**config.mk**
```make
export PLATFORM = sky130hd
export DESIGN_NAME = lfu_victim_select_flat
export DESIGN_NICKNAME = d
export VERILOG_FILES = /design/src/rtl/lfu_pkg.sv /design/src/rtl/lfu_victim_select_if.sv /design/src/rtl/lfu_min_cmp.sv /design/src/rtl/lfu_victim_select.sv /design/src/flat_wrapper.sv
export SDC_FILE = /design/constraint.sdc
export NUM_CORES = 1
export LEC_CHECK = 0
export BUFFER_PORTS_ARGS = -buffer_cell sky130_fd_sc_hd__buf_2
export CAP_MARGIN = 20
export CELL_PAD_IN_SITES_DETAIL_PLACEMENT = 1
export CELL_PAD_IN_SITES_GLOBAL_PLACEMENT = 2
export CORE_MARGIN = 10
export CORE_UTILIZATION = 37
export CTS_CLUSTER_DIAMETER = 100
export DETAILED_ROUTE_END_ITERATION = 16
export PLACE_DENSITY = 0.76
export SETUP_SLACK_MARGIN = 0.2
export SYNTH_ARGS = -nofsm -noshare
export SYNTH_HDL_FRONTEND = slang
export SYNTH_HIERARCHICAL = 1
export SYNTH_SLANG_ARGS = --single-unit
```
**constraint.sdc**
```tcl
create_clock -name clk -period 3.6 [get_ports clk]
set_input_delay 0.36 -clock clk [delete_from_list [all_inputs] [get_ports clk]]
set_output_delay 0.36 -clock clk [all_outputs]
set_load 0.005 [all_outputs]
```
**src/rtl/lfu_pkg.sv**
```systemverilog
// Shared definitions for the LFU replacement path: counter width, scan FSM
// states and the victim-index width helper.
package lfu_pkg;

  // Usage counter width shared with the per-way counter block.
  localparam int unsigned CntW = 8;

  typedef enum logic [1:0] {
    StIdle,
    StScan,
    StDone
  } state_e;

  // Index width for n ways; never narrower than one bit.
  function automatic int unsigned idx_width(input int unsigned n);
    return (n > 1) ? $clog2(n) : 1;
  endfunction

endpackage

```
**src/rtl/lfu_victim_select_if.sv**
```systemverilog
// Request/result bundle between the refill controller and lfu_victim_select.
// Build option: LFU_LOCK_EN adds lock_mask (per-way lock, snapshotted with
// valid_mask).
interface lfu_victim_select_if
  import lfu_pkg::*;
#(
  parameter int unsigned SIZE  = 4,
  parameter int unsigned CNT_W = CntW,
  parameter int unsigned IDX_W = idx_width(SIZE)
);

  logic                  req;
  logic [SIZE*CNT_W-1:0] cnt_flat;
  logic [SIZE-1:0]       valid_mask;
`ifdef LFU_LOCK_EN
  logic [SIZE-1:0]       lock_mask;
`endif
  logic                  busy;
  logic                  done;
  logic [IDX_W-1:0]      victim_idx;
  logic [CNT_W-1:0]      victim_cnt;
  logic                  victim_invalid;
  logic                  no_victim;

`ifdef LFU_LOCK_EN
  modport master (
    output req, cnt_flat, valid_mask, lock_mask,
    input  busy, done, victim_idx, victim_cnt, victim_invalid, no_victim
  );

  modport slave (
    input  req, cnt_flat, valid_mask, lock_mask,
    output busy, done, victim_idx, victim_cnt, victim_invalid, no_victim
  );
`else
  modport master (
    output req, cnt_flat, valid_mask,
    input  busy, done, victim_idx, victim_cnt, victim_invalid, no_victim
  );

  modport slave (
    input  req, cnt_flat, valid_mask,
    output busy, done, victim_idx, victim_cnt, victim_invalid, no_victim
  );
`endif

endinterface

```
**src/rtl/lfu_min_cmp.sv**
```systemverilog
// Combinational eligibility and compare of one way against the running best.
module lfu_min_cmp
  import lfu_pkg::*;
#(
  parameter int unsigned CNT_W = CntW
) (
  input  logic [CNT_W-1:0] way_cnt_i,
  input  logic             way_valid_i,
  input  logic             way_lock_i,
  input  logic [CNT_W-1:0] best_cnt_i,
  input  logic             found_i,
  output logic             invalid_o,
  output logic             better_o
);

  logic eligible;

  // Invalid ways win outright; the first eligible way always loads best so an
  // all-ones count can still be chosen. Strict compare keeps the lowest index on ties.
  always_comb begin
    invalid_o = !way_valid_i;
    eligible  = way_valid_i && !way_lock_i;
    better_o  = eligible && (!found_i || (way_cnt_i < best_cnt_i));
  end

endmodule

```
**src/rtl/lfu_victim_select.sv**
```systemverilog
// LFU victim selection: snapshots all way counts on request, scans one way per
// cycle and returns the first invalid way or the lowest-count eligible way.
// Build option: LFU_LOCK_EN enables per-way locking and the no_victim result.
module lfu_victim_select
  import lfu_pkg::*;
#(
  parameter int unsigned SIZE  = 4,
  parameter int unsigned CNT_W = CntW
) (
  input logic                clk,
  input logic                rst_n,
  lfu_victim_select_if.slave bus
);

  localparam int unsigned      IDX_W   = idx_width(SIZE);
  localparam logic [IDX_W-1:0] LastIdx = IDX_W'(SIZE - 1);

  state_e state_q, state_d;

  logic [CNT_W-1:0] snap_cnt_q [SIZE];
  logic [CNT_W-1:0] snap_cnt_d [SIZE];
  logic [SIZE-1:0]  snap_valid_q, snap_valid_d;
`ifdef LFU_LOCK_EN
  logic [SIZE-1:0]  snap_lock_q, snap_lock_d;
  logic             vic_none_q, vic_none_d;
`endif

  logic [IDX_W-1:0] k_q, k_d;
  logic [IDX_W-1:0] best_idx_q, best_idx_d;
  logic [CNT_W-1:0] best_cnt_q, best_cnt_d;
  logic             found_q, found_d;

  logic [IDX_W-1:0] vic_idx_q, vic_idx_d;
  logic [CNT_W-1:0] vic_cnt_q, vic_cnt_d;
  logic             vic_inv_q, vic_inv_d;

  logic [CNT_W-1:0] cur_cnt;
  logic             cur_valid;
  logic             cur_lock;
  logic             cur_invalid;
  logic             cur_better;
  logic             scan_end;

  assign cur_cnt   = snap_cnt_q[k_q];
  assign cur_valid = snap_valid_q[k_q];
`ifdef LFU_LOCK_EN
  assign cur_lock  = snap_lock_q[k_q];
`else
  assign cur_lock  = 1'b0;
`endif

  lfu_min_cmp #(
    .CNT_W (CNT_W)
  ) u_min_cmp (
    .way_cnt_i   (cur_cnt),
    .way_valid_i (cur_valid),
    .way_lock_i  (cur_lock),
    .best_cnt_i  (best_cnt_q),
    .found_i     (found_q),
    .invalid_o   (cur_invalid),
    .better_o    (cur_better)
  );

  // Scan finishes early on the first invalid way, otherwise at the last way.
  assign scan_end = cur_invalid || (k_q == LastIdx);

  // State register.
  always_ff @(posedge clk or negedge rst_n) begin
    if (!rst_n) begin
      state_q <= StIdle;
    end else begin
      state_q <= state_d;
    end
  end

  // Next-state logic; req is only honoured in idle.
  always_comb begin
    state_d = state_q;
    unique case (state_q)
      StIdle:  if (bus.req) state_d = StScan;
      StScan:  if (scan_end) state_d = StDone;
      StDone:  state_d = StIdle;
      default: state_d = StIdle;
    endcase
  end

  // FSM status outputs.
  always_comb begin
    bus.busy = (state_q != StIdle);
    bus.done = (state_q == StDone);
  end

  // Datapath next state: snapshot capture, running minimum and result load.
  always_comb begin
    snap_cnt_d   = snap_cnt_q;
    snap_valid_d = snap_valid_q;
`ifdef LFU_LOCK_EN
    snap_lock_d  = snap_lock_q;
    vic_none_d   = vic_none_q;
`endif
    k_d          = k_q;
    best_idx_d   = best_idx_q;
    best_cnt_d   = best_cnt_q;
    found_d      = found_q;
    vic_idx_d    = vic_idx_q;
    vic_cnt_d    = vic_cnt_q;
    vic_inv_d    = vic_inv_q;

    unique case (state_q)
      StIdle: begin
        if (bus.req) begin
          for (int i = 0; i < SIZE; i++) begin
            snap_cnt_d[i] = bus.cnt_flat[i*CNT_W +: CNT_W];
          end
          snap_valid_d = bus.valid_mask;
`ifdef LFU_LOCK_EN
          snap_lock_d  = bus.lock_mask;
`endif
          k_d        = '0;
          best_cnt_d = '1;
          best_idx_d = '0;
          found_d    = 1'b0;
        end
      end
      StScan: begin
        if (cur_invalid) begin
          vic_idx_d = k_q;
          vic_cnt_d = '0;
          vic_inv_d = 1'b1;
`ifdef LFU_LOCK_EN
          vic_none_d = 1'b0;
`endif
        end else begin
          if (cur_better) begin
            best_cnt_d = cur_cnt;
            best_idx_d = k_q;
            found_d    = 1'b1;
          end
          if (k_q == LastIdx) begin
            vic_inv_d = 1'b0;
            if (found_d) begin
              vic_idx_d = best_idx_d;
              vic_cnt_d = best_cnt_d;
`ifdef LFU_LOCK_EN
              vic_none_d = 1'b0;
`endif
            end else begin
              // Every way locked and valid: nothing may be evicted.
              vic_idx_d = '0;
              vic_cnt_d = '0;
`ifdef LFU_LOCK_EN
              vic_none_d = 1'b1;
`endif
            end
          end else begin
            k_d = k_q + 1'b1;
          end
        end
      end
      StDone:  ;
      default: ;
    endcase
  end

  // Datapath registers; results hold until the next scan completes.
  always_ff @(posedge clk or negedge rst_n) begin
    if (!rst_n) begin
      for (int i = 0; i < SIZE; i++) begin
        snap_cnt_q[i] <= '0;
      end
      snap_valid_q <= '0;
`ifdef LFU_LOCK_EN
      snap_lock_q  <= '0;
      vic_none_q   <= 1'b0;
`endif
      k_q          <= '0;
      best_idx_q   <= '0;
      best_cnt_q   <= '0;
      found_q      <= 1'b0;
      vic_idx_q    <= '0;
      vic_cnt_q    <= '0;
      vic_inv_q    <= 1'b0;
    end else begin
      snap_cnt_q   <= snap_cnt_d;
      snap_valid_q <= snap_valid_d;
`ifdef LFU_LOCK_EN
      snap_lock_q  <= snap_lock_d;
      vic_none_q   <= vic_none_d;
`endif
      k_q          <= k_d;
      best_idx_q   <= best_idx_d;
      best_cnt_q   <= best_cnt_d;
      found_q      <= found_d;
      vic_idx_q    <= vic_idx_d;
      vic_cnt_q    <= vic_cnt_d;
      vic_inv_q    <= vic_inv_d;
    end
  end

  assign bus.victim_idx     = vic_idx_q;
  assign bus.victim_cnt     = vic_cnt_q;
  assign bus.victim_invalid = vic_inv_q;
`ifdef LFU_LOCK_EN
  assign bus.no_victim      = vic_none_q;
`else
  assign bus.no_victim      = 1'b0;
`endif

endmodule

```
**src/flat_wrapper.sv**
```systemverilog
// flat-port wrapper written by rule: the top's interface ports become plain ports
module lfu_victim_select_flat import lfu_pkg::*;
#(
  parameter int unsigned SIZE  = 4,
  parameter int unsigned CNT_W = CntW
)
  (clk, rst_n, bus_req, bus_cnt_flat, bus_valid_mask, bus_busy, bus_done, bus_victim_idx, bus_victim_cnt, bus_victim_invalid, bus_no_victim);
  lfu_victim_select_if #(.SIZE(SIZE), .CNT_W(CNT_W)) bus_i ();
  input logic clk;
  input logic rst_n;
  input wire logic [$bits(bus_i.req)-1:0] bus_req;
  input wire logic [$bits(bus_i.cnt_flat)-1:0] bus_cnt_flat;
  input wire logic [$bits(bus_i.valid_mask)-1:0] bus_valid_mask;
  output wire logic [$bits(bus_i.busy)-1:0] bus_busy;
  output wire logic [$bits(bus_i.done)-1:0] bus_done;
  output wire logic [$bits(bus_i.victim_idx)-1:0] bus_victim_idx;
  output wire logic [$bits(bus_i.victim_cnt)-1:0] bus_victim_cnt;
  output wire logic [$bits(bus_i.victim_invalid)-1:0] bus_victim_invalid;
  output wire logic [$bits(bus_i.no_victim)-1:0] bus_no_victim;
  assign bus_i.req = bus_req;
  assign bus_i.cnt_flat = bus_cnt_flat;
  assign bus_i.valid_mask = bus_valid_mask;
  assign bus_busy = bus_i.busy;
  assign bus_done = bus_i.done;
  assign bus_victim_idx = bus_i.victim_idx;
  assign bus_victim_cnt = bus_i.victim_cnt;
  assign bus_victim_invalid = bus_i.victim_invalid;
  assign bus_no_victim = bus_i.no_victim;
  lfu_victim_select #(.SIZE(SIZE), .CNT_W(CNT_W)) u_core (.clk(clk), .rst_n(rst_n), .bus(bus_i));
endmodule
```
* Word level (Yosys, flattened, before mapping)
Index checks and enable logic that the tools add are counted.
Storage, ports and cells: register bits 62, latch bits 0, memory bits (writable) 0, ROM bits 0, input bits 39, output and inout bits 14, memories kept 0
Operators by class: add/sub/neg operators 1, multipliers 0, divide/modulo/power cells 0, magnitude comparators 3, eq/ne operators 8, shift-type cells 0, muxes and demuxes 33, bitwise logic cells 1, reduce and logical (&&, ||, !) cells 13
Operators with widths (number):
- $mux W8 | 8
- $mux W2 | 10
- $bmux W8 S2 | 1
- $pmux W8 S2 | 1
- $pmux W2 S2 | 3
- $lt A8 B8 Y1 | 1
- $mux W1 | 8
- $ne A2 B2 Y1 const B | 3
- $reduce_and A2 Y1 | 3
- $eq A2 B2 Y1 const B | 2
- $ne A2 B1 Y1 const B | 2
- $reduce_and A4 Y1 | 1
- $reduce_bool A2 Y1 | 2
- $ge A3 B3 Y1 const B | 1
- $lt A2 B3 Y1 const B | 1
- $not A2 Y3 | 1
- $reduce_and A3 Y1 | 1
- $add A2 B1 Y2 const B | 1
- $bmux W1 S2 | 1
- $eq A2 B1 Y1 const B | 1
- $logic_not A1 Y1 | 2
- $logic_not A2 Y1 | 1
- $logic_or A1 B1 Y1 | 2
- $pmux W1 S2 | 1
- $logic_and A1 B1 Y1 | 1

* Logic depth before layout (Yosys ltp)
Gate-level depths: netlist (run 1).
depth in word-level cells 13, mapped depth 14, depth with buffers taken out 9

* By module
The synthesis (run 1) kept the hierarchy.
Modules (own cells, without submodules):
- lfu_victim_select | instances 1, cells an instance 206, area each 2813.9 um^2
- lfu_min_cmp | instances 1, cells an instance 26, area each 196.4 um^2

* Least setup slack after synthesis (run 1)
Ideal clock, no wire load.
path type flip-flop to flip-flop, from reg u_core.k_q[0], to reg u_core.best_cnt_q[0], library setup time 65 ps, arrival 2945 ps, data required time 3535 ps, slack 590 ps, cell stages (with the launch flop) 14, buffers on the path 4, clock period less this slack 3010 ps, path through dfrtp_1 > buf_6 > mux4_1 > ha_1 > a21oi_2 > nand2_1 > a21o_1 > a2111oi_2 > clkbuf_1 > nand4bb_1 > buf_2 > nand2b_1 > buf_2 > o22a_1
On the way: word-level cells in the longest chain between the ends 10
Ends and longest elaborated chain:
- start: declaration | line lfu_victim_select.sv:28 | logic [IDX_W-1:0] k_q, k_d;
- start signal: assignment | line lfu_victim_select.sv:190 | k_q <= k_d;
- $not A2 Y3 (implied by the code) | line lfu_victim_select.sv:44 | assign cur_cnt = snap_cnt_q[k_q];
- $bmux W8 S2 | line lfu_victim_select.sv:44
- $mux W8 (implied by the code) (2 in a row) | line lfu_victim_select.sv:44
- net u_core.cur_cnt[6] | line lfu_victim_select.sv:37 | logic [CNT_W-1:0] cur_cnt;
- $lt A8 B8 Y1 | line lfu_min_cmp.sv:23 | better_o = eligible && (!found_i || (way_cnt_i < best_cnt_i));
- $logic_or A1 B1 Y1 | line lfu_min_cmp.sv:23
- $logic_and A1 B1 Y1 | line lfu_min_cmp.sv:23
- net u_core.cur_better | line lfu_victim_select.sv:41 | logic cur_better;
- $mux W8 | line lfu_victim_select.sv:134 | if (cur_better) begin
- $mux W8 | line lfu_victim_select.sv:126 | if (cur_invalid) begin
- $pmux W8 S2 | line lfu_victim_select.sv:109 | unique case (state_q)
- end signal: assignment | line lfu_victim_select.sv:192 | best_cnt_q <= best_cnt_d;
- end: declaration | line lfu_victim_select.sv:30 | logic [CNT_W-1:0] best_cnt_q, best_cnt_d;
The timed path passes the listed nets, and every way through them passes these cells. The select of a mux whose other input is x is not followed. A chain may end at the register's enable or synchronous reset.

* Worst setup path in the final report (run 1)
from reg u_core.k_q[0], to reg u_core.vic_cnt_q[0], in the netlist u_core/bus.victim_cnt[0]
On the way: word-level cells in the longest chain between the ends 13
Ends and longest elaborated chain:
- $not A2 Y3 (implied by the code) * | line lfu_victim_select.sv:44
- $bmux W8 S2 * | line lfu_victim_select.sv:44
- $mux W8 (implied by the code) * (2 in a row) | line lfu_victim_select.sv:44
- net u_core.cur_cnt[7] | line lfu_victim_select.sv:37
- $lt A8 B8 Y1 * | line lfu_min_cmp.sv:23
- $logic_or A1 B1 Y1 * | line lfu_min_cmp.sv:23
- $logic_and A1 B1 Y1 * | line lfu_min_cmp.sv:23
- net u_core.cur_better | line lfu_victim_select.sv:41
- $mux W1 | line lfu_victim_select.sv:134
- $mux W1 | line lfu_victim_select.sv:126
- $mux W1 | line lfu_victim_select.sv:109
- $mux W8 * | line lfu_victim_select.sv:141 | if (found_d) begin
- $mux W8 * | line lfu_victim_select.sv:139 | if (k_q == LastIdx) begin
- $mux W8 * | line lfu_victim_select.sv:126
- end signal: assignment | line lfu_victim_select.sv:195 | vic_cnt_q <= vic_cnt_d;
- end: declaration | line lfu_victim_select.sv:34 | logic [CNT_W-1:0] vic_cnt_q, vic_cnt_d;
Mark *: on every way through the listed nets, which the timed path passes. The rest lies on a longest branch. The select of a mux whose other input is x is not followed.

==> results of run 1 <==
cells in the final DEF (no fill, tap or decap), types with 2 or more instances in the layout:
cell type	netlist	layout
clkinvlp_4	0	2
a22o_1	2	2
o2111ai_1	2	2
nand3_1	25	25
mux2_2	37	37
nand2b_1	3	3
nand2_1	4	4
buf_2	8	51
a22o_2	2	2
o22a_1	8	8
clkbuf_8	0	9
buf_4	2	10
bufinv_16	0	2
inv_1	11	11
conb_1	1	2
mux4_1	6	6
nor2_1	7	7
or2_2	2	2
nor2b_1	2	2
mux4_2	3	3
dfrtp_1	62	61
ha_1	8	8
o21ai_0	14	14
power groups by stage:
stage               clock, uW  combinational [uW]  sequential, uW
floorplan                   0                 968            1120
global placement            0                1180            1220
detailed placement          0                1210            1230
CTS                       698                1220            1220
global route              735                1350            1260
finish                    676                1210            1210
worst max-delay path, stage by stage (launching register included):
cell and delay (ns):
dfrtp_2 0.48, buf_4 0.16, mux4_1 0.63, ha_1 0.33
and3_1 0.14, o2111ai_1 0.11, a21oi_1 0.23, a2111oi_4 0.07
buf_4 0.17, nor3b_2 0.30, buf_4 0.21, nand3_1 0.09
nand3_1 0.12
cells by family (layout without fill, tap and decap cells):
group	count (synthesis)	in the layout	share of synthesized area, %
flip-flops	62	62	51.54
multiplexers	47	47	21.65
AND/OR/NAND/NOR	50	50	9.310
other	1	2	0.1246
adder cells (fa/ha/maj)	8	8	3.325
buffers and inverters	28	88	5.195
AO/OA/AOI/OAI	36	36	8.853
flip-flops by register name, summed over array words and instances, names as in the netlist:
register,cells
u_core/bus.victim_invalid,1
u_core/bus.victim_cnt,8
u_core/bus.victim_idx,2
u_core/state_q,2
u_core/snap_valid_q,4
u_core/found_q,1
u_core/k_q,2
u_core/best_idx_q,2
u_core/snap_cnt_q,32
u_core/best_cnt_q,8
how the worst min path moves through the flow:
stage                                          start                                   end
floorplan                                      rst_n      u_core/best_cnt_q[0]$_DFFE_PN0P_
global placement    u_core/snap_cnt_q[0]$_DFFE_PN0P_      u_core/snap_cnt_q[0]$_DFFE_PN0P_
detailed placement  u_core/snap_cnt_q[7]$_DFFE_PN0P_      u_core/snap_cnt_q[7]$_DFFE_PN0P_
CTS                                            rst_n  u_core/bus.victim_idx[0]$_DFFE_PN0P_
global route                                   rst_n         u_core/state_q[0]$_DFFE_PN0P_
finish                                         rst_n  u_core/bus.victim_idx[0]$_DFFE_PN0P_
Yosys cell counts:
cell       number
dfrtp_1        62
mux2_2         37
nand3_1        25
o21ai_0        14
inv_1          11
buf_2           8
ha_1            8
o22a_1          8
nor2_1          7
mux4_1          6
nand2_1         4
buf_6           3
clkbuf_1        3
mux4_2          3
nand2b_1        3
a22o_1          2
a22o_2          2
buf_4           2
nor2b_1         2
nor3b_2         2
o2111ai_1       2
or2_2           2
a2111oi_2       1
a21o_1          1
a21oi_1         1
a21oi_2         1
and3_1          1
and3b_1         1
and4bb_2        1
buf_8           1
conb_1          1
mux2i_1         1
nand4bb_1       1
o21bai_1        1
o221a_2         1
o221ai_1        1
o31ai_1         1
or3_1           1
final cells by class:
cell class	instances	area [sq um]
clock buffers	9	123.9
clock inverters	7	97.59
fillers	847	4209
inverters	11	41.29
multi-input cells	143	1325
flip-flops and latches	62	1553
well taps	102	127.6
repair buffers	61	330.3
metal layers:
layer	wire [um]	up-vias
met5	0	-
met4	59	0
met3	371	5
met2	3125	42
met1	3272	984
li1	-	963
through the flow:
| step | utilization, % | hold WS (ns) |
|---|---|---|
| global route | 46.09 | 0.1882 |
| global placement | 43.08 | 0.4832 |
| CTS | 45.91 | 0.1439 |
| finish | 46.09 | 0.1159 |
| floorplan | - | 0.06441 |
| detailed placement | 43.08 | 0.4920 |
==> metrics.md, run 1 <==
| Metric | Value |
|---|---|
| Internal power | 2017 uW |
| Sw Pwr | 1076 uW |
| Met1 usage | 16.30% |
| Num CTS Buffers | 9 |
| Design area | 3598 sq um |
| Period utilisation layout | 86.42% |
| Die ar. | 12140 sq um |
| Area growth from synthesis to layout | 19.53% |
| Yosys Warn Count | 6 |
| RSZ-0062 raised after global routing | no |
| Routed Antenna Nets | 0 |
| Post-DP HPWL | 5196 um |
| Root Buffer | clkbuf_8 |
| Final TNS setup | 0 ns |
| Max VDD drop | 0.3641 mV |
| Routability cong. | 0.7240 |
| FF-to-FF End | u_core/bus.victim_cnt[0]$_DFFE_PN0P_ |
| M3 GR Usage | 3.540% |
| CP arrival | 3.38 ns |
| Max Slew Vio Count | 0 |
| Relative slew slack | 42.57% |
| Synth top area share | 51.54% |
| Vias per inst | 5.048 |
| DR vias | 1994 |
| Worst setup margin | 0.4887 ns |
| Power share of the sequential group | 39.2% |
| CTS max path bufs | 2 |
| Pwr per Cell Area | 859.7 nW/um^2 |
| Input/output buffers | 51 |
| Syn Inst Count | 232 |
| Crit path capture type | flop |
| # diodes | 0 |
| Combinational share of power | 39.0% |
| Die Ht | 110.2 um |
| Critical Path Start Type | flop |
| Fmax | 321.4 MHz |
| Gr usage total | 11.94% |
| Syn Area/Cell | 12.98 sq um |
| WL per Instance | 17.29 um |
| R2R Setup Slk | 0.49 ns |
| DR DRC count | 0 |
| Sequential area share after synthesis | 51.54% |
| Post-CTS resize count | 0 |
| Outcome | completed |
| Layout cell share with drive strength beyond 1 | 43.69% |
| Critical Path RT | 3.87 ns |
| Power Total | 3094 uW |
| Clock sink count | 62 |
| Max-cap violation count | 0 |
| Setup bufs post-CTS | 0 |
| Clk pwr share | 21.9% |
| Vias in the first global route | 2165 |
| First-pass GRT wire length | 11340 um |
| # hold bufs at CTS | 0 |
| Hold crit path type | in -> async |
| Overflow after GRT | 0 |
| CP max FO | 6 |
| Clk pin slew, worst setup/hold paths | 0.08 ns |
| Starting Density | 38.56% |
| Switching part of the total | 34.79% |
| Fin Clk Skew | 0.01065 ns |
| Worst R2R Start | u_core/k_q[0]$_DFFE_PN0P_ |
| CTS tree | done |
| Mapped Area | 3010 sq um |
| Busiest grt layer | met2 |
| Rows | 32 |
| # setup viols final | 0 |
| Worst reg2reg path depth | 12 |
| Synth area leader | dfrtp_1 |
| Drt pass-1 iters | 4 |
| Non-filler cells, final | 395 |
| Worst-Margin Slew | 0.8615 ns |
| Post-Route WL | 6829 um |
| Crit path kind | reg -> reg |
| Clock latency on the worst-skew pair | 0.34 ns |
| Grt met2 use | 17.27% |
| Starting DRC count in detailed routing | 62 |
| Largest net degree at the start of global routing | 38 |
| Placement Cell Area | 3363 sq um |
| Placed insts | 379 |
| Hold Vio Cnt, Final | 0 |
| Number of H-tree levels | 3 |
| Pre-CTS setup slack | 0.2785 ns |
| Worst setup startpoint | u_core/k_q[0]$_DFFE_PN0P_ |
| Ports | 53 |
| Nets | 335 |
| Die X | 110.2 um |
| Cell variety after synth | 38 |
| Core area | 7807 sq um |
| Lkg Pwr | 0.001683 uW |
| Area contributors post-synth | dfrtp_1 52%, mux2_2 14%, mux4_1 5.2% |
| Initial antenna violation count | 0 |
| End point of the critical path | u_core/bus.victim_cnt[0]$_DFFE_PN0P_ |
| Tmin final | 3.111 ns |
| Seq cells post-synth | 62 |
Note: power is estimated with default switching activity, not from simulation.
==> run 2: changes to the inputs <==
--- a/config.mk
+++ b/config.mk
@@ -5,15 +5,16 @@
 export SDC_FILE = /design/constraint.sdc
 export NUM_CORES = 1
 export LEC_CHECK = 0
+export ABC_AREA = 1
 export BUFFER_PORTS_ARGS = -buffer_cell sky130_fd_sc_hd__buf_2
 export CAP_MARGIN = 20
 export CELL_PAD_IN_SITES_DETAIL_PLACEMENT = 1
 export CELL_PAD_IN_SITES_GLOBAL_PLACEMENT = 2
 export CORE_MARGIN = 10
-export CORE_UTILIZATION = 37
+export CORE_UTILIZATION = 32
 export CTS_CLUSTER_DIAMETER = 100
 export DETAILED_ROUTE_END_ITERATION = 16
-export PLACE_DENSITY = 0.76
+export PLACE_DENSITY = 0.78
 export SETUP_SLACK_MARGIN = 0.2
 export SYNTH_ARGS = -nofsm -noshare
 export SYNTH_HDL_FRONTEND = slang
==> run 2 against run 1 <==
Effect of this change: the flow now finishes with violations (negative hold slack); synthesized cell count is 81% higher; combinational power hardly changed; non-clock buffer count is 5 lower; synthesized area is 3.9% higher; critical path depth is 1 higher; fmax is 1.7% higher; register-to-register slack better by 0.05 ns; sequential share of layout area is 1.1 points lower; routed wire length is 19% higher; critical endpoint is now u_core/bus.victim_cnt[2]$_DFFE_PN0P_; largest cell class unchanged; largest power group is now combinational logic.
==> metrics.md, run 2 <==
| Metric | Value |
|---|---|
| Non-filler cells, final | 610 (+54%) |
| CP max FO | 13 (+7) |
| Hold_ws | -0.02548 ns (-0.1414 ns) |
| Synth area leader | dfrtp_1 |
| Die ar. | 14130 sq um (+16%) |
| Gr usage total | 12.16% (+0.22 points) |
| Post-CTS resize count | 0 (unchanged) |
| Max VDD drop | 0.2122 mV (-42%) |
| Critical Path Start Type | flop |
| R2R Setup Slk | 0.54 ns (+0.05 ns) |
| Worst reg2reg path depth | 13 (+1) |
| Seq cells post-synth | 62 (unchanged) |
| Commonest non-fill, non-tap cell in the layout | nand2_1 |
| Vias per inst | 4.393 (-13%) |
| Failing checks | negative hold slack |
| Crit path capture type | flop |
| CTS tree | done |
| Max FFs per register | 32 (unchanged) |
| Die Ht | 118.9 um (+7.9%) |
| Drt pass-1 iters | 4 (unchanged) |
| Starting Density | 32.46% (-6.1 points) |
| Routability cong. | 0.7828 (+8.1%) |
| Starting DRC count in detailed routing | 80 (+29%) |
| Final TNS setup | 0 ns (unchanged) |
| Initial antenna violation count | 0 (unchanged) |
| Clk pin slew, worst setup/hold paths | 0.07 ns (about the same) |
| Layout Utilization | 38.32% (-7.8 points) |
| Input/output buffers | 51 (unchanged) |
| Overflow after GRT | 0 (unchanged) |
| Max Slew Vio Count | 0 (unchanged) |
| Max-cap violation count | 0 (unchanged) |
| Worst setup startpoint | u_core/k_q[1]$_DFFE_PN0P_ |
| Tmin final | 3.059 ns (-0.05180 ns) |
| Critical Path RT | 3.87 ns (about the same) |
| # setup viols final | 0 (unchanged) |
| Hold Vio Cnt, Final | 19 (+19) |
| Sequential area share after synthesis | 49.58% (-2.0 points) |
| Clock latency on the worst-skew pair | 0.34 ns (about the same) |
| Post-DP HPWL | 6134 um (+18%) |
| Most numerous cell in the Yosys netlist | nand2_1 |
| Worst setup margin | 0.5405 ns (+0.05180 ns) |
| Crit path kind | reg -> reg |
| Relative slew slack | 46.07% (+3.5 points) |
| Die X | 118.9 um (+7.9%) |
| Fin Clk Skew | 0.008569 ns (-0.002086 ns) |
| FF-to-FF End | u_core/bus.victim_cnt[2]$_DFFE_PN0P_ |
| Core area | 9639 sq um (+23%) |
| Ports | 53 (unchanged) |
| Most frequent cells in the layout | 219 x nand2_1, 62 x dfrtp_1, 51 x buf_2, 36 x nand3_1, 34 x inv_1 |
| Nets | 519 (+55%) |
| CP arrival | 3.33 ns (-0.05 ns) |
| Post-synth EDFFs | 0 (unchanged) |
| Num CTS Buffers | 9 (unchanged) |
| WL per Instance | 13.37 um (-23%) |
| Worst-Margin Slew | 0.8035 ns (-0.05795 ns) |
| Synth top area share | 49.58% (-2.0 points) |
| FF/Latch Area | 1551 sq um (about the same) |
| # diodes | 0 (unchanged) |
| Syn Area/Cell | 7.451 sq um (-43%) |
| Area of the multi-input gates | 1343 sq um (+1.3%) |
| Largest net degree at the start of global routing | 46 (+21%) |
| Placement Cell Area | 3492 sq um (+3.8%) |
| Hold crit path type | in -> async |
| # hold bufs at CTS | 0 (unchanged) |
| Outcome | finished with violations |
| Clock sink count | 62 (unchanged) |
| Number of H-tree levels | 3 (unchanged) |
| Design area | 3694 sq um (+2.6%) |
| Post-Route WL | 8156 um (+19%) |
| Pwr per Cell Area | 794.9 nW/um^2 (-7.5%) |
| Area contributors post-synth | dfrtp_1 50%, nand2_1 26%, nand3_1 5.8% |
| Fmax | 326.9 MHz (+1.7%) |
| First-pass GRT wire length | 14170 um (+25%) |
| Vias in the first global route | 2997 (+38%) |
| RSZ-0062 raised after global routing | no |
| Cell variety after synth | 25 (-34%) |
| Synth top cells by count | 219 x nand2_1, 62 x dfrtp_1, 36 x nand3_1 |
| Area growth from synthesis to layout | 18.03% |
| Layout filler cell count | 1274 (+50%) |
| Yosys Warn Count | 6 (unchanged) |
| Primary FF master, synth | dfrtp_1 |
| Async S/R FF share, synth | 100.0% (unchanged) |
| Lkg Pwr | 0.002124 uW (+26%) |
| Period utilisation layout | 84.99% (-1.4 points) |
| End point of the critical path | u_core/bus.victim_cnt[2]$_DFFE_PN0P_ |
| Layout cell share with drive strength beyond 1 | 18.03% (-26 points) |
| Worst R2R Start | u_core/k_q[1]$_DFFE_PN0P_ |
| DR DRC count | 0 (unchanged) |
| Pre-CTS setup slack | 0.5355 ns (+0.2571 ns) |
| CTS max path bufs | 2 (unchanged) |
| Mapped Area | 3129 sq um (+3.9%) |
| DR vias | 2680 (+34%) |
| Routed Antenna Nets | 0 (unchanged) |
| Root Buffer | clkbuf_8 |
| Syn Inst Count | 420 (+81%) |
| Rows | 36 (+13%) |
| Setup bufs post-CTS | 0 (unchanged) |
| Placed insts | 593 (+56%) |
| Most flop-heavy register | u_core/snap_cnt_q |
run 2: cell count changes after synthesis, moves of 5 or more:
| cell | change |
|---|---|
| nand2_1 | +215 |
| mux2_2 | -37 |
| inv_1 | +23 |
| nand3_1 | +11 |
| o22a_1 | -8 |
| mux4_1 | -6 |
| o21ai_0 | -5 |
| or2_2 | +5 |
run 2: layout make-up:
class	instances	share of cell area, %
inverters	39	3.963
flip-flops and latches	62	42.01
clock buffers	11	3.557
clock inverters	5	1.355
multi-input cells	304	36.35
repair buffers	56	8.266
well taps	133	4.505
run 2: kinds of logic after synthesis:
logic type / share of synthesized area [%]
AO/OA/AOI/OAI: 3.399
adder cells (fa/ha/maj): 3.199
buffers and inverters: 7.637
AND/OR/NAND/NOR: 36.07
flip-flops: 49.58
other: 0.1198
run 2: metrics by stage:
stage / hold slack, ns / power, uW
after detailed placement: 0.4601 / 2385
final: -0.02548 / 2936
after floorplan: 0.06441 / 2033
after global routing: 0.004294 / 3249
after CTS: 0.2016 / 2984
after global placement: 0.4577 / 2345
run 2: how the worst min path moves through the flow:
stage	from	cells past startpoint	end	slack (ns)
final	rst_n	1	u_core/bus.victim_invalid$_DFFE_PN0P_	-0.03
after global routing	rst_n	1	u_core/snap_cnt_q[7]$_DFFE_PN0P_	0.004
after CTS	bus_cnt_flat[15]	3	u_core/snap_cnt_q[23]$_DFFE_PN0P_	0.20
after detailed placement	u_core/bus.victim_cnt[1]$_DFFE_PN0P_	2	u_core/bus.victim_cnt[1]$_DFFE_PN0P_	0.46
after global placement	u_core/bus.victim_cnt[7]$_DFFE_PN0P_	2	u_core/bus.victim_cnt[7]$_DFFE_PN0P_	0.46
after floorplan	rst_n	0	u_core/best_cnt_q[0]$_DFFE_PN0P_	0.06
run 2: per-layer routing:
metal | share of wire (%) | vias to the layer above | GRT usage, %
li1 | - | 1387 | -
met3 | 4.0 | 11 | 3.448
met1 | 50 | 1240 | 15.47
met5 | 0 | - | 0
met4 | 1.7 | 0 | 4.809
met2 | 44 | 42 | 19.12
run 2: worst max-delay path, stage by stage (launching register included):
cell and delay [ns]:
dfrtp_1 0.65, clkinv_1 0.39, nand3_1 0.21, nand2_1 0.07, inv_1 0.05, ha_1 0.24, a21oi_1 0.18, o21a_1 0.14
nand2_1 0.06, a21oi_2 0.30, nor2_1 0.17, nor3_4 0.36, nand2_1 0.11, nand2_1 0.07
run 2: report_power, final:
group	internal [uW]	switching [uW]	total, uW
clock	315	268	583
combinational	415	815	1230
sequential	950	172	1120
total	1680	1260	2940
==> run 3: changes to the inputs <==
--- a/config.mk
+++ b/config.mk
@@ -11,10 +11,10 @@
 export CELL_PAD_IN_SITES_DETAIL_PLACEMENT = 1
 export CELL_PAD_IN_SITES_GLOBAL_PLACEMENT = 2
 export CORE_MARGIN = 10
-export CORE_UTILIZATION = 32
+export CORE_UTILIZATION = 29
 export CTS_CLUSTER_DIAMETER = 100
 export DETAILED_ROUTE_END_ITERATION = 16
-export PLACE_DENSITY = 0.78
+export PLACE_DENSITY = 0.74
 export SETUP_SLACK_MARGIN = 0.2
 export SYNTH_ARGS = -nofsm -noshare
 export SYNTH_HDL_FRONTEND = slang
==> constraint.sdc (replaced) <==
create_clock -name clk -period 2.54 [get_ports clk]
set_input_delay 0.254 -clock clk [delete_from_list [all_inputs] [get_ports clk]]
set_output_delay 0.254 -clock clk [all_outputs]
set_load 0.005 [all_outputs]
==> run 3 against run 2 <==
Effect of this change: sequential power increased by 45%; first-iteration DRC count fell by 15%; combinational power rose by 78%; largest power group unchanged; global-route usage rose by 0.057 points; highest routed layer unchanged; the run now ends clean; clock-buffer cell count grew 1; largest cell class unchanged; fmax up 22%; register-to-register slack lost 0.50 ns.
==> metrics.md, run 3 (synthesis gave the netlist of run 2 again) <==
| Metric | Value |
|---|---|
| Vias in the first global route | 3035 (+1.3%) |
| Starting DRC count in detailed routing | 68 (-15%) |
| Largest net degree at the start of global routing | 39 (-15%) |
| Max VDD drop | 0.3086 mV (+45%) |
| Clock sink count | 62 (unchanged) |
| Num CTS Buffers | 9 (unchanged) |
| Pre-CTS setup slack | 0.01947 ns (-0.5161 ns) |
| Relative slew slack | 47.78% (+1.7 points) |
| Routed Antenna Nets | 0 (unchanged) |
| Pwr per Cell Area | 1176 nW/um^2 (+48%) |
| CP max FO | 8 (-5) |
| # diodes | 0 (unchanged) |
| # setup viols final | 0 (unchanged) |
| Max Slew Vio Count | 0 (unchanged) |
| Design area | 4070 sq um (+10%) |
| CP arrival | 2.74 ns (-0.59 ns) |
| Layout cell share with drive strength beyond 1 | 28.02% (+10 points) |
| Hold Vio Cnt, Final | 0 (-19) |
| Cells along the critical path | clkbuf_16 > nand2_1 > nand3_2 > nand2_1 > inv_1 > ha_1 > nand2_1 > o21a_1 > nand2_2 > a21oi_4 > clkinvlp_4 > nand2_2 > nand3_2 > nand2_2 > inv_2 |
| Placement Cell Area | 3553 sq um (+1.8%) |
| Rows | 37 (+2.8%) |
| Input/output buffers | 51 (unchanged) |
| Die X | 123.9 um (+4.2%) |
| Fmax | 399.3 MHz (+22%) |
| Critical Path RT | 2.78 ns (-1.09 ns) |
| Vias per inst | 4.464 (+1.6%) |
| Max-cap violation count | 0 (unchanged) |
| Nets | 531 (+2.3%) |
| Die ar. | 15350 sq um (+8.6%) |
| Crit-path max cell delay | 0.48 ns (-0.17 ns) |
| RSZ-0062 raised after global routing | yes |
| Period utilisation layout | 98.59% (+14 points) |
| WL per Instance | 14.51 um (+8.5%) |
| Outcome | completed |
| Commonest non-fill, non-tap cell in the layout | nand2_1 |
| Post-DP HPWL | 6400 um (+4.3%) |
| Worst setup margin | 0.03591 ns (-0.5046 ns) |
| CTS max path bufs | 2 (unchanged) |
| First-pass GRT wire length | 14970 um (+5.7%) |
| Drt pass-1 iters | 5 (+1) |
| Die Ht | 123.9 um (+4.2%) |
| Critical Path Start Type | flop |
| Number of H-tree levels | 3 (unchanged) |
| DR vias | 2790 (+4.1%) |
| Root Buffer | clkbuf_8 |
| Clk pin slew, worst setup/hold paths | 0.08 ns (about the same) |
| Hold crit path type | in -> reg |
| Lkg Pwr | 0.002266 uW (+6.7%) |
| Crit path kind | reg -> reg |
| DR DRC count | 0 (unchanged) |
| Tmin final | 2.504 ns (-0.5554 ns) |
| Fin Clk Skew | 0.01155 ns (+0.002983 ns) |
| Initial antenna violation count | 0 (unchanged) |
| Most flop-heavy register | u_core/snap_cnt_q |
| Crit path capture type | flop |
| Post-Route WL | 9066 um (+11%) |
| Core area | 10420 sq um (+8.1%) |
| Most frequent cells in the layout | 205 x nand2_1, 60 x dfrtp_1, 51 x buf_2, 32 x inv_1, 22 x nand3_1 |
| Overflow after GRT | 0 (unchanged) |
| CTS tree | done |
| Ports | 53 (unchanged) |
| Max FFs per register | 32 (unchanged) |
| Gr usage total | 12.22% (+0.057 points) |
| Starting Density | 30.04% (-2.4 points) |
| Routability cong. | 0.7892 (+0.82%) |
| Crit-path slowest cell | dfrtp_2 |
| Worst-Margin Slew | 0.7833 ns (-0.02016 ns) |
| Area growth from synthesis to layout | 30.07% |
| Clock latency on the worst-skew pair | 0.35 ns (about the same) |
run 3: cell count changes in the layout (fill, tap and decap cells not counted), moves of 4 or more:
cell | previous run | this run
buf_6 | 0 | 4
nand3_1 | 36 | 22
nand3_2 | 1 | 15
nand2_1 | 219 | 205
nand2_2 | 1 | 12
run 3: path summary, 6_finish.rpt:
kind / slack [ns] / to / depth (start not counted) / from
setup / recovery: 0.04 / u_core/best_cnt_q[0]$_DFFE_PN0P_ / 15 / u_core/k_q[0]$_DFFE_PN0P_
hold / removal: 0.10 / u_core/snap_cnt_q[8]$_DFFE_PN0P_ / 3 / bus_cnt_flat[16]
setup reg to reg: 0.04 / u_core/best_cnt_q[0]$_DFFE_PN0P_ / 15 / u_core/k_q[0]$_DFFE_PN0P_
hold reg to reg: 0.47 / u_core/bus.victim_cnt[0]$_DFFE_PN0P_ / 2 / u_core/bus.victim_cnt[0]$_DFFE_PN0P_
max in group asynchronous: 1.37 / u_core/snap_cnt_q[27]$_DFFE_PN0P_ / 3 / rst_n
min in group asynchronous: 0.52 / u_core/bus.victim_idx[1]$_DFFE_PN0P_ / 2 / rst_n
run 3: worst max-delay path, delay by kind of cell, from the launching register on:
family	cells	cell delay, ns
and+or+nand+nor	8	0.72
buffers and inverters	4	0.53
DFF	1	0.48
adders and majority gates	1	0.29
AOI/OAI and AO/OA	2	0.37
run 3: metrics by stage:
| stage | hold slack, ns | instances | TNS (ns) | utilization, % | power [uW] |
|---|---|---|---|---|---|
| 2_1_floorplan | -0.04159 | 421 | 0 | - | 2882 |
| 3_3_place_gp | 0.3820 | 602 | 0 | 34.11 | 3421 |
| 3_5_place_dp | 0.3804 | 602 | 0 | 34.11 | 3479 |
| 4_1_cts | 0.08866 | 622 | 0 | 37.30 | 4607 |
| 5_1_grt | 0.09482 | 625 | -1.543 | 39.08 | 5231 |
| 6_report | 0.1009 | 625 | 0 | 39.08 | 4786 |
run 3: what timing repair did:
item | 4_1_cts | 5_1_grt
gates resized for setup | 16 | 41
hold buffers | 1 | 0
gates cloned | 1 | 1
setup endpoints to repair | 19 | 21
endpoints found under the hold margin | 3 | 0
setup buffers | 2 | 2
pin swaps | 4 | 22
run 3: area by class of cell:
cell class / instances / area [sq um]
Timing Repair Buffer: 67 / 442.9
Inverter: 39 / 158.9
Sequential cell: 62 / 1554
Tap cell: 136 / 170.2
Fill cell: 1292 / 6346
Multi-Input combinational cell: 304 / 1521
Clock buffer: 12 / 145.1
Clock inverter: 4 / 70.07
Timing Repair inverter: 1 / 7.507
run 3: report_power, final:
| group | switching (uW) | internal [uW] | total (uW) |
|---|---|---|---|
| registers | 272 | 1350 | 1620 |
| logic | 1360 | 827 | 2190 |
| clock network | 398 | 577 | 975 |
run 3: routing by layer:
| layer | track usage, % | vias to the layer above | part of all wire [%] |
|---|---|---|---|
| met5 | 0 | - | 0 |
| met4 | 4.803 | 0 | 1.0 |
| met3 | 3.032 | 6 | 4.3 |
| li1 | - | 1414 | - |
| met2 | 18.41 | 39 | 45 |
| met1 | 16.46 | 1331 | 49 |
